`src/rtl/rgb_colour_matcher.sv`:
```
// rtl/rgb_colour_matcher.sv - nearest-palette-entry matcher using Manhattan RGB distance
// Sequential search over an 8-entry writable palette, one entry per cycle.
module rgb_colour_matcher #(
  parameter  int CH_W      = 8,
  parameter  int N_ENTRIES = 8,
  localparam int IDX_W     = $clog2(N_ENTRIES),
  localparam int RGB_W     = 3 * CH_W,
  localparam int D_W       = CH_W + 2
) (
  input  logic             clk,
  input  logic             rst,
  input  logic             in_valid,
  output logic             in_ready,
  input  logic [RGB_W-1:0] rgb_in,
  output logic             out_valid,
  input  logic             out_ready,
  output logic [IDX_W-1:0] colour_out,
  output logic [D_W-1:0]   dist_out,
  output logic             exact,
  input  logic             wr_en,
  input  logic [IDX_W-1:0] wr_addr,
  input  logic [RGB_W-1:0] wr_data,
  output logic             wr_ready
);

  typedef enum logic [1:0] {S_IDLE, S_SEARCH, S_DONE} state_t;

  localparam logic [IDX_W-1:0] LAST_IDX = IDX_W'(N_ENTRIES - 1);

  state_t           r_state, w_next;
  logic [RGB_W-1:0] r_pal [N_ENTRIES];
  logic [RGB_W-1:0] r_rgb;
  logic [IDX_W-1:0] r_idx;
  logic [D_W-1:0]   r_best_dist;
  logic [IDX_W-1:0] r_best_idx;
  logic [IDX_W-1:0] r_colour;
  logic [D_W-1:0]   r_dist;
  logic             r_exact;

  logic [RGB_W-1:0] w_entry;
  logic [D_W-1:0]   w_dist;
  logic             w_better;
  logic [D_W-1:0]   w_cand_dist;
  logic [IDX_W-1:0] w_cand_idx;

  function automatic logic [CH_W-1:0] abs_diff(input logic [CH_W-1:0] a, input logic [CH_W-1:0] b);
    return (a > b) ? (a - b) : (b - a);
  endfunction

  assign w_entry = r_pal[r_idx];
  assign w_dist  = D_W'(abs_diff(r_rgb[3*CH_W-1:2*CH_W], w_entry[3*CH_W-1:2*CH_W]))
                 + D_W'(abs_diff(r_rgb[2*CH_W-1:CH_W],   w_entry[2*CH_W-1:CH_W]))
                 + D_W'(abs_diff(r_rgb[CH_W-1:0],        w_entry[CH_W-1:0]));

  // Strict less-than keeps the lowest index on ties.
  assign w_better    = (w_dist < r_best_dist);
  assign w_cand_dist = w_better ? w_dist : r_best_dist;
  assign w_cand_idx  = w_better ? r_idx  : r_best_idx;

  always_comb begin
    w_next = r_state;
    case (r_state)
      S_IDLE:   if (in_valid)          w_next = S_SEARCH;
      S_SEARCH: if (r_idx == LAST_IDX) w_next = S_DONE;
      S_DONE:   if (out_ready)         w_next = S_IDLE;
      default:                         w_next = S_IDLE;
    endcase
  end

  always_ff @(posedge clk) begin
    if (rst) begin
      r_state     <= S_IDLE;
      r_rgb       <= '0;
      r_idx       <= '0;
      r_best_dist <= '1;
      r_best_idx  <= '0;
      r_colour    <= '0;
      r_dist      <= '0;
      r_exact     <= 1'b0;
      // Entry index bits map to R, G, B full-on: the standard 8-colour table.
      for (int k = 0; k < N_ENTRIES; k++) begin
        r_pal[k] <= {{CH_W{k[2]}}, {CH_W{k[1]}}, {CH_W{k[0]}}};
      end
    end else begin
      r_state <= w_next;
      case (r_state)
        S_IDLE: begin
          if (wr_en) r_pal[wr_addr] <= wr_data;
          if (in_valid) begin
            r_rgb       <= rgb_in;
            r_idx       <= '0;
            r_best_dist <= '1;
            r_best_idx  <= '0;
          end
        end
        S_SEARCH: begin
          r_best_dist <= w_cand_dist;
          r_best_idx  <= w_cand_idx;
          r_idx       <= r_idx + 1'b1;
          if (r_idx == LAST_IDX) begin
            r_colour <= w_cand_idx;
            r_dist   <= w_cand_dist;
            r_exact  <= (w_cand_dist == '0);
          end
        end
        default: ;
      endcase
    end
  end

  assign in_ready   = (r_state == S_IDLE);
  assign wr_ready   = (r_state == S_IDLE);
  assign out_valid  = (r_state == S_DONE);
  assign colour_out = r_colour;
  assign dist_out   = r_dist;
  assign exact      = r_exact;

endmodule

```
`config.mk`:
```
export PLATFORM = sky130hd
export DESIGN_NAME = rgb_colour_matcher
export DESIGN_NICKNAME = d
export VERILOG_FILES = /design/src/rtl/rgb_colour_matcher.sv
export SDC_FILE = /design/constraint.sdc
export NUM_CORES = 1
export LEC_CHECK = 0
export ABC_AREA = 1
export ABC_CLOCK_PERIOD_IN_PS = 6800
export BUFFER_PORTS_ARGS = -buffer_cell sky130_fd_sc_hd__buf_4
export CORE_MARGIN = 2
export CORE_UTILIZATION = 50
export DETAILED_ROUTE_END_ITERATION = 10
export PLACE_DENSITY = 0.67
export SKIP_LAST_GASP = 1
export SLEW_MARGIN = 40
export SYNTH_ARGS = -nofsm -noshare
export SYNTH_HDL_FRONTEND = slang
export SYNTH_SLANG_ARGS = --single-unit
```
`constraint.sdc`:
```
create_clock -name clk -period 6.8 [get_ports clk]
set_input_delay 0.68 -clock clk [delete_from_list [all_inputs] [get_ports clk]]
set_output_delay 0.68 -clock clk [all_outputs]
set_load 0.01 [all_outputs]
```
==> qor.yml, run 1 <==
first_pass_iters: 5
insertedDiodeCount: 0
coreArea_mm2: 0.02688
grt_usage: 0.2398
grt_overflow: 0
utilization: 0.5780
htreeDepth: 1
wl_per_cell_um: 17.56
final_hold_viol_count: 0
gp_congestion: 0.8868
totalPowerFinal_uw: 5768
cts_tree: "done"
finalCriticalPeriod_ns: 6.237
critPathKind: "flop to flop"
die_w_um: 169.3
cts-hold-fix-buffers: 0
worstPathRequired_ns: 7.29
final_common_cell: "nand2_1"
vdd_drop_max_uv: 288.5
fmax_ghz: 0.1603
die-area_mm2: 0.02866
row_count: 60
final_cell_mix: "nand2_1 (295), nor2_1 (258), edfxtp_1 (192)"
post-route-period-util: 0.9173
drc: 0
skew_ns: 0.02573
grt_antenna_before_repair: 0
synthArstFlopShare: 0
drt_first_iter_violations: 971
initial_utilization: 0.5082
synth_cell_types: 44
holdWs_ns: 0.3689
worstMarginPinSlew_ns: 0.7157
synth_flop_cell: "edfxtp_1"
status: "completed"
nets: 1736
grt_max_degree: 57
ant_nets: 0
via_per_inst: 5.436
layout-drive-gt1-share: 0.1284
grt_first_pass_wirelength_um: 54090
synthesis.nets: 1674
dieHeight_um: 169.3
numCtsBuffers: 27
leakagePower_uw: 0.006490
drt-total-wl_um: 34430
syn_avg_cell_area_um2: 8.881
yosysWarnings: 0
path_clk_slew_ns: 0.06
multi_input_comb_area_mm2: 0.005689
p_per_area_mw_per_mm2: 371.3
syn_to_final_growth_pct: 13.72
seq_area_mm2: 0.006952
timing.final.max_slew_violations: 0
slew_headroom: 0.5211
synthCells: 1538
slowest_delay_ns: 0.46
fill_cells: 2410
cts_root_buffer: "clkbuf_16"
cap_violations: 0
crit_fanout: 50
first_global_vias: 10330
portBuffers: 72
num_vias: 10660
crit_slowest_cell: "dfxtp_2"
syn_area_mm2: 0.01366
ios: 73
setup_violations: 0
numClockSinks: 251
crit_path_start_kind: "flop"
cts.path.max_buffers: 3
arrival_ns: 6.73
yosysSeqAreaShare: 0.5086
synth_enable_flop_cells: 192
ys_ff_latch: 251
clock_latency_ns: 0.57
hold_path_class: "input pin to flop"
hpwl_um: 23380
end_kind: "flop"
==> critical path: cells and delay by family (launching register included) <==
kind	cells	cell delay, ns
AO/OA/AOI/OAI	7	1.47
flip-flops	1	0.46
buffers and inverters	2	0.39
adder cells (fa/ha/maj)	5	1.85
multiplexers	1	0.38
AND/OR/NAND/NOR	15	1.58
==> layout make-up <==
cell class                      count  share of cell area
Sequential cell                   251              0.4475
Clock inverter                     14            0.006202
Inverter                          205             0.04970
Timing Repair Buffer              104             0.05534
Tap cell                          341             0.02747
Clock buffer                       35             0.04752
Multi-Input combinational cell   1011              0.3663
==> per-stage QoR <==
step,worst slack [ns],TNS (ns),instance area (µm²),instances
4_1_cts,0.3200,0,15430,1959
5_1_grt,-0.0003491,-0.0003491,15530,1961
2_1_floorplan,1.233,0,13660,1538
6_report,0.5627,0,15530,1961
3_5_place_dp,0.3471,0,14600,1910
3_3_place_gp,0.4996,0,14580,1910
==> state kept, by name (all words and copies together) (netlist names), named ones only <==
register / cells
r_best_idx: 3
r_pal: 192
r_idx: 3
dist_out: 10
r_state: 2
r_best_dist: 10
exact: 1
colour_out: 3
r_rgb: 24
==> what timing repair did <==
| action | in CTS | in global routing |
|---|---|---|
| resized for setup | 0 | 17 |
| setup endpoints to repair | 0 | 27 |
| setup buffers | 0 | 1 |
| hold endpoints to repair | 0 | 0 |
==> routing by layer <==
layer  up-vias  routed length, µm  part of all wire  track usage
met5         -                  0                 0            0
met3        69               2289             0.066      0.03801
met1      5044              14640              0.43       0.3173
li1       5215                  -                 -            -
met2       332              16600              0.48       0.4092
met4         0                894             0.026      0.06986
==> where the power goes <==
part	switching [µW]	internal (µW)
sequential	30.7	1720
clock	634	773
combinational	1680	930
total	2350	3420
==> synthesized netlist by cell type (all sizes together) (15+ instances only) <==
library cell	count	share of area
nand2	308	0.087
nor2	268	0.078
inv	205	0.056
edfxtp	192	0.42
o21ai	136	0.050
a21oi	71	0.027
ha	65	0.060
dfxtp	59	0.086
o32ai	45	0.029
clkbuf	37	0.010
buf	34	0.014
nand3	23	0.010
xor2	22	0.014
fa	15	0.022
==> kinds of logic (layout without fill, tap and decap cells) <==
group	count (synthesis)	count (layout)	share of synthesized area
xor+xnor	25	25	0.01603
simple gates	616	616	0.1838
flops	251	251	0.5086
fa+ha+maj	80	80	0.08152
buf+inv	276	358	0.08006
compound gates	281	281	0.1230
mux	9	9	0.007053
==> path summary, 6_finish.rpt <==
kind / slack [ns] / endpoint / startpoint / cells past startpoint
min: 0.37 / exact / rst / 2
max: 0.56 / exact / flop / 30
max reg2reg: 0.56 / exact / flop / 30
min reg2reg: 0.48 / r_best_idx[0] / r_best_idx[0] / 2
(Power assumes the default switching activity.)
==> inputs of run 2 (changes only) <==
ABC_AREA = unset   (was 1)
BUFFER_PORTS_ARGS = unset   (was -buffer_cell sky130_fd_sc_hd__buf_4)
DONT_BUFFER_PORTS = 1   (was unset)
PLACE_DENSITY = 0.65   (was 0.67)
==> qor.yml, run 2 <==
clock_latency_ns: 0.58  # was 0.57 ns
ys_top_cells_by_count: "edfxtp_1 (192), and2_1 (100), nand2_1 (90)"  # was nand2_1 (297), nor2_1 (258), edfxtp_1 (192)
grt_usage: 0.2262  # was 0.2398
r2r_cells: 25  # was 30
nets: 1295  # was 1736
cts_root_buffer: "clkbuf_16"  # unchanged
htreeDepth: 1  # unchanged
worstMarginPinSlew_ns: 0.8322  # was 0.7157 ns
path_clk_slew_ns: 0.06  # about the same
ant_nets: 0  # unchanged
synthArstFlopShare: 0  # unchanged
drc: 0  # unchanged
synthCells: 1138  # was 1538
dieHeight_um: 168.3  # was 169.3 µm
fmax_ghz: 0.1544  # was 0.1603 GHz
crit_fanout: 13  # was 50
largestRegisters: "r_pal (192), r_rgb (24)"  # unchanged
yosysTopAreaCell: "edfxtp_1"  # unchanged
syn_to_final_growth_pct: 13.64  # was 13.72%
numClockSinks: 251  # unchanged
leakagePower_uw: 0.005468  # was 0.006490 µW
rsz0062_at_grt: "no"
row_count: 60  # unchanged
slowest_delay_ns: 0.50  # was 0.46 ns
final_cell_mix: "edfxtp_1 (192), and2_1 (99), or3_1 (89)"  # was nand2_1 (295), nor2_1 (258), edfxtp_1 (192)
yosysSeqAreaShare: 0.5150  # was 0.5086
cap_violations: 0  # unchanged
syn_avg_cell_area_um2: 11.85  # was 8.881 µm²
cts_tree: "done"  # unchanged
p_per_area_mw_per_mm2: 330.9  # was 371.3 mW/mm²
die-area_mm2: 0.02831  # was 0.02866 mm²
num_vias: 8791  # was 10660
first_pass_iters: 5  # unchanged
syn_area_mm2: 0.01349  # was 0.01366 mm²
detailroute.wirelength.met3_um: 2049  # was 2289 µm
grt_overflow: 0  # unchanged
gp_congestion: 0.8530  # was 0.8868
post-synth-top-count-cell: "edfxtp_1"  # was nand2_1
synth_flop_cell: "edfxtp_1"  # unchanged
wl_met1_um: 13630  # was 14640 µm
slew_headroom: 0.4446  # was 0.5211
wl_per_cell_um: 20.97  # was 17.56 µm
grt_max_degree: 49  # was 57
synthesis.nets: 1274  # was 1674
coreArea_mm2: 0.02673  # was 0.02688 mm²
first_global_vias: 8937  # was 10330
crit_slowest_cell: "mux4_2"  # was dfxtp_2
via_per_inst: 5.776  # was 5.436
finalCriticalPeriod_ns: 6.478  # was 6.237 ns
hpwl_um: 20820  # was 23380 µm
status: "completed"  # unchanged
synth_cell_types: 54  # was 44
crit_path_start_kind: "flop"  # unchanged
highest_layer: "met4"  # unchanged
ios: 73  # unchanged
synth_enable_flop_cells: 192  # unchanged
synth_top_area_share: 0.4274  # was 0.4221
arrival_ns: 6.91  # was 6.73 ns
regMostFlops: "r_pal"  # unchanged
vdd_drop_max_uv: 240.3  # was 288.5 µV
end_kind: "flop"  # unchanged
numCtsBuffers: 28  # was 27
insertedDiodeCount: 0  # unchanged
skew_ns: 0.04574  # was 0.02573 ns
drt-total-wl_um: 31920  # was 34430 µm
post-route-period-util: 0.9526  # was 0.9173
r2r_slack_ns: 0.32  # was 0.56 ns
setup_violations: 0  # unchanged
drt_first_iter_violations: 626  # was 971
cts.path.max_buffers: 3  # unchanged
tns_ns: 0  # unchanged
timing.final.max_slew_violations: 0  # unchanged
ys_ff_latch: 251  # unchanged
wl_met2_um: 15360  # was 16600 µm
holdWs_ns: 0.2108  # was 0.3689 ns
initial_utilization: 0.5047  # was 0.5082
final_hold_viol_count: 0  # unchanged
hold_path_class: "input pin to flop"  # unchanged
largest_reg_flops: 192  # unchanged
layout-drive-gt1-share: 0.1727  # was 0.1284
grt_antenna_before_repair: 0  # unchanged
die_w_um: 168.3  # was 169.3 µm
worstPathRequired_ns: 7.24  # was 7.29 ns
critPathKind: "flop to flop"  # unchanged
min_path_cells: 1  # was 2
portBuffers: 0  # was 72
ys_top_cells_by_area: "edfxtp_1 (43%), dfxtp_1 (8.8%), mux4_2 (8.0%)"  # was edfxtp_1 (42%), dfxtp_1 (8.6%), nand2_1 (8.2%)
final_common_cell: "edfxtp_1"  # was nand2_1
yosysWarnings: 0  # unchanged
grt_first_pass_wirelength_um: 49450  # was 54090 µm
[run 2: changes by cell type in the layout (fill, tap and decap cells not counted), moves of 16 or more]
cell,previous run,this run
a21oi_1,68,45
and2_1,0,99
buf_4,97,47
inv_1,190,80
mux2i_1,4,29
mux4_2,0,48
nand2_1,295,88
nor2_1,258,42
o21ai_0,108,27
o21ai_1,20,4
o32ai_1,45,0
or3_1,0,89
xor2_1,22,4
[run 2: per-layer routing]
| layer | GRT usage | vias to the layer above |
|---|---|---|
| met5 | 0.001739 | - |
| met4 | 0.06972 | 0 |
| met3 | 0.03855 | 63 |
| met2 | 0.3831 | 277 |
| met1 | 0.2997 | 4286 |
| li1 | - | 4165 |
[run 2: through the flow]
| stage | utilization | cells | setup WS, ns | total power, µW | cell area [µm²] |
|---|---|---|---|---|---|
| after floorplan | - | 1138 | 0.2783 | 2927 | 13490 |
| after global placement | 0.5263 | 1459 | 0.1066 | 3406 | 14060 |
| after detailed placement | 0.5266 | 1459 | -0.06209 | 3431 | 14070 |
| after CTS | 0.5640 | 1515 | 0.04826 | 4978 | 15070 |
| after global routing | 0.5735 | 1522 | 0.008713 | 5374 | 15330 |
| final | 0.5735 | 1522 | 0.3221 | 5072 | 15330 |
[run 2: worst max-delay path, delay by kind of cell (launching register included)]
kind                       cells  cell delay, ns
AOI/OAI and AO/OA              9            1.90
adders and majority gates      5            1.82
buffers and inverters          5            0.82
DFF                            1            0.44
muxes                          3            1.09
and+or+nand+nor                3            0.28
[run 2: area by class of cell]
class | instances | area (µm²)
inverters | 80 | 300.3
repair buffers | 54 | 475.5
fillers | 2167 | 11400
well taps | 341 | 426.7
flip-flops and latches | 251 | 6952
multi-input cells | 744 | 6242
clock buffers | 34 | 723.2
clock inverters | 18 | 209.0
[run 2: kinds of logic (layout without fill, tap and decap cells)]
family,count (synthesis),count (layout),synth area share
AND/OR/NAND/NOR,393,393,0.1573
multiplexers,99,99,0.1186
buffers and inverters,143,186,0.04090
XOR/XNOR,21,21,0.01363
flip-flops,251,251,0.5150
adder cells (fa/ha/maj),80,80,0.08255
AO/OA/AOI/OAI,151,151,0.07198
[run 2: power breakdown]
part	total, µW	switching, µW	internal, µW
clock	1530	617	909
combinational	1810	1020	787
sequential	1740	36.3	1700
total	5070	1670	3400
[run 2: what timing repair did]
item                                    CTS  global route
pin swaps                                 2             4
hold buffers                              0             0
resized for setup                         5            41
setup buffers                             4             7
endpoints found under the setup margin   25            27
[run 2: final timing paths]
| check | start | to |
|---|---|---|
| max | flop | dist_out[1] |
| min | rst | dist_out[3] |
| max reg2reg | flop | dist_out[1] |
| min reg2reg | r_rgb[7] | r_rgb[7] |
